[config.mk]
export PLATFORM = sky130hd
export DESIGN_NAME = sha256_padder
export DESIGN_NICKNAME = d
export VERILOG_FILES = /design/src/rtl/sha256_pkg.sv /design/src/rtl/sha256_pad_block.sv /design/src/rtl/sha256_padder.sv
export SDC_FILE = /design/constraint.sdc
export NUM_CORES = 2
export LEC_CHECK = 0
export CORE_MARGIN = 3
export CORE_UTILIZATION = 52
export DETAILED_ROUTE_END_ITERATION = 16
export GPL_ROUTABILITY_DRIVEN = 0
export PLACE_DENSITY_LB_ADDON = 0.15
export SLEW_MARGIN = 20
export SYNTH_ARGS = -nofsm -noshare
export SYNTH_HDL_FRONTEND = slang
export SYNTH_SLANG_ARGS = --single-unit
export TNS_END_PERCENT = 5
[constraint.sdc]
create_clock -name clk -period 30.4 [get_ports clk]
set_clock_uncertainty 0.15 [all_clocks]
set_input_delay 7.6 -clock clk [delete_from_list [all_inputs] [get_ports clk]]
set_output_delay 7.6 -clock clk [all_outputs]
set_load 0.05 [all_outputs]
[src/rtl/sha256_pkg.sv]
// Shared definitions for the SHA-256 message padder: FSM encoding,
// block geometry and padding constants.
package sha256_pkg;

   localparam int         BLOCK_W     = 512;
   localparam int         BLOCK_BYTES = BLOCK_W / 8;
   localparam logic [7:0] PAD_BYTE    = 8'h80;
   localparam int         LEN_OFFSET  = 56;

   typedef enum logic [2:0] {
      ST_FILL   = 3'd0,
      ST_PAD    = 3'd1,
      ST_SEND   = 3'd2,
      ST_WAIT   = 3'd3,
      ST_LENBLK = 3'd4
   } state_t;

endpackage

[src/rtl/sha256_pad_block.sv]
// Combinational padding of one block: bytes below idx_i are kept, then the
// optional 0x80 marker, zero fill, and an optional 64-bit big-endian length.
module sha256_pad_block
   import sha256_pkg::*;
(
   input  logic [BLOCK_W-1:0] block_i,
   input  logic [6:0]         idx_i,
   input  logic [63:0]        len_i,
   input  logic               pad_en_i,
   input  logic               len_en_i,
   output logic [BLOCK_W-1:0] block_o
);

   always_comb begin
      block_o = '0;
      for (int k = 0; k < BLOCK_BYTES; k++) begin
         if (7'(k) < idx_i) begin
            block_o[BLOCK_W-1-8*k -: 8] = block_i[BLOCK_W-1-8*k -: 8];
         end else if (pad_en_i && (7'(k) == idx_i)) begin
            block_o[BLOCK_W-1-8*k -: 8] = PAD_BYTE;
         end else if (len_en_i && (k >= LEN_OFFSET)) begin
            block_o[BLOCK_W-1-8*k -: 8] = len_i[8*(BLOCK_BYTES-1-k) +: 8];
         end
      end
   end

endmodule

[src/rtl/sha256_padder.sv]
// SHA-256 message padder: packs bytes big-endian into 512-bit blocks, appends
// 0x80/zeros/bit length, and hands blocks to the core with a tick/done handshake.
// Optional length-overflow detection (err_o) is enabled by SHA256_PADDER_OVF_CHECK_EN.
module sha256_padder
   import sha256_pkg::*;
#(
   parameter int LEN_W        = 64,
   parameter int DONE_TIMEOUT = 0
) (
   input  logic               clk,
   input  logic               rst,
   input  logic [7:0]         s_data_i,
   input  logic               s_valid_i,
   input  logic               s_last_i,
   input  logic               s_empty_i,
   output logic               s_ready_o,
   output logic [BLOCK_W-1:0] block_o,
   output logic               tick_o,
   output logic               final_o,
   input  logic               done_i,
   output logic               busy_o,
   output state_t             dbg_state_o
`ifdef SHA256_PADDER_OVF_CHECK_EN
   ,
   output logic               err_o
`endif
);

   // Handshake: a byte transfers on a rising clk edge where s_valid_i && s_ready_o;
   // a block is offered by a one-cycle tick_o and is held until done_i in WAIT.

   state_t               state_q, state_d;
   logic [BLOCK_W-1:0]   block_q, block_d;
   logic [6:0]           idx_q, idx_d;
   logic [LEN_W-1:0]     len_q, len_d;
   logic                 final_q, final_d;
   logic                 pend_q, pend_d;
   logic                 padded_q, padded_d;
   logic                 busy_q, busy_d;
   logic                 run_q;
   logic [31:0]          tmo_q, tmo_d;

   logic                 accept;
   logic                 drop;
   logic [LEN_W:0]       len_sum;
   logic [6:0]           pb_idx;
   logic                 pb_pad, pb_len;
   logic [BLOCK_W-1:0]   pb_out;

   assign accept  = s_valid_i && s_ready_o;
   assign len_sum = {1'b0, len_q} + (LEN_W+1)'(8);

`ifdef SHA256_PADDER_OVF_CHECK_EN
   logic err_q, err_d;
   // Once the counter would wrap, the rest of the message is swallowed.
   assign drop  = (busy_q && err_q) || len_sum[LEN_W];
   assign err_o = err_q;
`else
   assign drop  = 1'b0;
`endif

   sha256_pad_block u_pad (
      .block_i  (block_q),
      .idx_i    (pb_idx),
      .len_i    (64'(len_q)),
      .pad_en_i (pb_pad),
      .len_en_i (pb_len),
      .block_o  (pb_out)
   );

   always_comb begin
      state_d  = state_q;
      block_d  = block_q;
      idx_d    = idx_q;
      len_d    = len_q;
      final_d  = final_q;
      pend_d   = pend_q;
      padded_d = padded_q;
      busy_d   = busy_q;
      tmo_d    = tmo_q;
      pb_idx   = idx_q;
      pb_pad   = 1'b1;
      pb_len   = (idx_q <= 7'(LEN_OFFSET-1));
`ifdef SHA256_PADDER_OVF_CHECK_EN
      err_d    = err_q;
`endif
      case (state_q)
         ST_FILL: begin
            if (accept) begin
               busy_d = 1'b1;
`ifdef SHA256_PADDER_OVF_CHECK_EN
               err_d  = !s_empty_i && drop;
`endif
               if (!s_empty_i && !drop) begin
                  block_d[BLOCK_W-1-8*int'(idx_q) -: 8] = s_data_i;
                  idx_d = idx_q + 7'd1;
                  len_d = len_sum[LEN_W-1:0];
               end
               if (s_last_i) begin
                  state_d = ST_PAD;
               end else if (!s_empty_i && !drop && (idx_q == 7'(BLOCK_BYTES-1))) begin
                  state_d = ST_SEND;
                  final_d = 1'b0;
                  pend_d  = 1'b0;
               end
            end
         end
         ST_PAD: begin
            // idx 64 leaves the block untouched; marker and length move to LENBLK.
            block_d  = pb_out;
            final_d  = pb_len;
            pend_d   = !pb_len;
            padded_d = (idx_q < 7'(BLOCK_BYTES));
            state_d  = ST_SEND;
         end
         ST_LENBLK: begin
            pb_idx  = 7'd0;
            pb_pad  = !padded_q;
            pb_len  = 1'b1;
            block_d = pb_out;
            final_d = 1'b1;
            pend_d  = 1'b0;
            state_d = ST_SEND;
         end
         ST_SEND: begin
            tmo_d   = '0;
            state_d = ST_WAIT;
         end
         ST_WAIT: begin
            if (done_i) begin
               if (pend_q) begin
                  state_d = ST_LENBLK;
               end else begin
                  state_d = ST_FILL;
                  idx_d   = '0;
                  if (final_q) begin
                     len_d  = '0;
                     busy_d = 1'b0;
                  end
               end
            end else if ((DONE_TIMEOUT != 0) && (tmo_q >= 32'(DONE_TIMEOUT))) begin
               state_d = ST_FILL;
               idx_d   = '0;
               len_d   = '0;
               busy_d  = 1'b0;
               pend_d  = 1'b0;
               final_d = 1'b0;
               block_d = '0;
            end else begin
               tmo_d = tmo_q + 32'd1;
            end
         end
         default: state_d = ST_FILL;
      endcase
   end

   always_ff @(posedge clk or posedge rst) begin
      if (rst) begin
         state_q  <= ST_FILL;
         block_q  <= '0;
         idx_q    <= '0;
         len_q    <= '0;
         final_q  <= 1'b0;
         pend_q   <= 1'b0;
         padded_q <= 1'b0;
         busy_q   <= 1'b0;
         run_q    <= 1'b0;
         tmo_q    <= '0;
      end else begin
         state_q  <= state_d;
         block_q  <= block_d;
         idx_q    <= idx_d;
         len_q    <= len_d;
         final_q  <= final_d;
         pend_q   <= pend_d;
         padded_q <= padded_d;
         busy_q   <= busy_d;
         run_q    <= 1'b1;
         tmo_q    <= tmo_d;
      end
   end

`ifdef SHA256_PADDER_OVF_CHECK_EN
   always_ff @(posedge clk or posedge rst) begin
      if (rst) err_q <= 1'b0;
      else     err_q <= err_d;
   end
`endif

   // run_q keeps s_ready low while reset is held even though state is FILL.
   assign s_ready_o   = run_q && (state_q == ST_FILL);
   assign tick_o      = (state_q == ST_SEND);
   assign final_o     = final_q;
   assign block_o     = block_q;
   assign busy_o      = busy_q;
   assign dbg_state_o = state_q;

endmodule

==> impl_metrics.tcl <==
set metrics [dict create \
    coreArea_sq_um 49600 \
    combPwrFrac_pct 33.4 \
    power_switching_mw 1.02 \
    nets 2927 \
    synthFlopType "dfrtp_1" \
    critPathKind "reg2out" \
    grt_setup_unrepaired "no" \
    ios 533 \
    leakage_nw 14.7 \
    synthTopCellsByCount "dfrtp_1, nand2_1, o21ai_0" \
    report.final.slew_viol_count 0 \
    grt_pass1_vias 23300 \
    clkLatencyLatePin_ps 630 \
    cap_violations 0 \
    yosysTopAreaCellShare_pct 55.7 \
    cp.buffers_inverters 1 \
    power_mw 2.60 \
    vias 23800 \
    yosys_register_bits 588 \
    wl_per_cell_um 27.9 \
    yosys_warnings 0 \
    crit_family "buffers and inverters" \
    root_buffer "clkbuf_16" \
    syn_inst 2451 \
    cts_buffer_depth 3 \
    drive_above_1_share_pct 12.0 \
    post_cts_resized 0 \
    synth.net_count 2467 \
    path_cells "or3_1, nor2_1, clkdlybuf4s50_1" \
    swShare_pct 39.1 \
    p_int_mw 1.59 \
    hold_class "reg2reg" \
    grt_overflow_total 0 \
    start_kind "flip-flop" \
    powerDensity_nw_per_um2 75.5 \
    port-buffer-count 532 \
    ant_nets 0 \
    avgViaCountPerCell 6.57 \
    setup_tns_ps 0 \
    final-hold-violation-count 0 \
    fmax_mhz 93.8 \
    slew-limit-headroom_pct 19.8 \
    worstPathMaxFanout 26 \
    cts_tree "built" \
    end_kind "primary output" \
    yosys.area.top_type "dfrtp_1" \
    postCtsSetupBuffers 0 \
    avgSynthCellArea_sq_um 10.8 \
    required_ps 22650 \
    die_w_um 231 \
    period_share_pct 35.1 \
    synth_edf_count 0 \
    wirelength_um 101000 \
    crit_slowest_cell "clkdlybuf4s50_1" \
    die_area_sq_um 53500 \
    clk_pin_slew_ps 60 \
    max_slew.worst_pin.slew_ps 1200 \
    cp.arrival_ps 2910 \
    syn_area_sq_um 26400 \
    fp-row-count 81 \
    yosys.cell_types.count 94 \
    initial_core_util_pct 53.3 \
    cts_hold_buf 0 \
    synth_most_common_cell "dfrtp_1" \
    clockPowerShare_pct 30.9 \
    yosysSeqAreaShare_pct 55.7 \
    cts_buffers 59 \
    peakVddDrop_v 0.0000767 \
    die_y_um 231 \
    drtIter0Drc 3141 \
    drc 0 \
    max_stage_delay_ps 850 \
    synthToLayoutAreaGrowth_pct 30.5 \
    setup_viol 0 \
    grt_usage_pct 37.0 \
    grt_pass1_wl_um 150000 \
    dr.pass1.iters 12 \
    dp_hpwl_um 70300 \
    min_period_ps 10660 \
    seq_power_share_pct 35.7 \
    synthTopCellsByArea "dfrtp_1, mux2_2, nand2_1, a22o_1, o21ai_0" \
    status "finished clean" \
    antenna_found_initial 2 \
    grt_max_degree 172 \
    h-tree-depth 2 \
    async_flop_share_pct 100 \
    clkSinkCount 588 \
]
-- registers in the layout (all words and copies together), names as in the netlist --
register	count
padded_q	1
pend_q	1
idx_q	7
run_q	1
len_q	61
block_o	512
final_o	1
dbg_state_o	3
busy_o	1
-- metal layers --
layer,share of wire (%),wire length [um],vias up,GRT usage (%)
met5,0.035,35,-,0
met4,5.3,5410,4,16.3
met3,11,11500,367,11.8
met2,45,45800,1517,57.6
met1,38,38500,11900,47.6
li1,-,-,10000,-
-- path summary, 6_finish.rpt --
kind | start | end | slack [ps] | cells after the start
max in group asynchronous | rst | idx_q[5]$_DFFE_PP0P_ | 20390 | 4
min reg2reg | block_o[170]$_DFFE_PP0P_ | block_o[170]$_DFFE_PP0P_ | 330 | 2
max reg2reg | dbg_state_o[0]$_DFFE_PP0P_ | block_o[494]$_DFFE_PP0P_ | 26120 | 7
min | block_o[170]$_DFFE_PP0P_ | block_o[170]$_DFFE_PP0P_ | 330 | 2
max | dbg_state_o[0]$_DFFE_PP0P_ | s_ready_o | 19740 | 3
min in group asynchronous | rst | block_o[112]$_DFFE_PP0P_ | 7380 | 2
-- worst reg2reg max path: cells and delay by family (launching register included) --
family	cells	cell delay [ps]
AO/OA/AOI/OAI	2	1120
XOR/XNOR	1	190
buffers and inverters	2	800
flip-flops	1	960
multiplexers	1	420
AND/OR/NAND/NOR	1	520
-- cells in the final DEF, fill, tap and decap left out, types with 58 or more instances in the layout --
master | netlist | routed
a21oi_1 | 88 | 88
a22o_1 | 113 | 113
clkbuf_16 | 0 | 59
clkdlybuf4s50_1 | 0 | 532
dfrtp_1 | 588 | 588
mux2_2 | 124 | 124
nand2_1 | 275 | 275
nand3_1 | 73 | 73
nor2_1 | 150 | 150
nor3_1 | 60 | 58
o21ai_0 | 178 | 176
o2bb2ai_1 | 81 | 81
-- area by class of cell --
type	instances	area [sq um]
fill	3728	15100
sequential	588	14700
multi-input combinational	1656	10900
timing repair buffer	583	5760
clock buffer	83	1740
tap	664	831
clock inverter	25	409
inverter	23	93.8
antenna	2	5.00
-- metrics by stage --
step                hold slack (ps)  instances  worst slack [ps]  instance area (sq um)  utilization, %
floorplan                       346       2451              6200                  26400               -
global placement                312       3512             19640                  32200            65.0
detailed placement              316       3512             19530                  32200            65.0
CTS                             332       3620             19760                  34400            69.4
global route                    348       3623             19640                  34500            69.5
finish                          328       3624             19740                  34500            69.6
-- power by group through the flow --
stage               registers, mW  logic [mW]  clock network [mW]
floorplan                    1.17       0.311                   0
global route                0.936       0.903               0.843
finish                      0.929       0.870               0.804
detailed placement          0.937       0.849                   0
global placement            0.935       0.838                   0
CTS                         0.926       0.854               0.811
-- logic make-up (layout without fill, tap and decap cells) --
logic type | Yosys count | in the layout | share of synthesized area (%)
AOI/OAI and AO/OA | 715 | 715 | 20.0
xor gates and xnor gates | 17 | 17 | 0.564
adders and majority gates | 2 | 2 | 0.0947
buffers and inverters | 207 | 714 | 3.23
DFF | 588 | 588 | 55.7
muxes | 136 | 136 | 5.76
other | 1 | 3 | 0.0142
and+or+nand+nor | 785 | 785 | 14.6
Power figures use the tool's default switching activity.
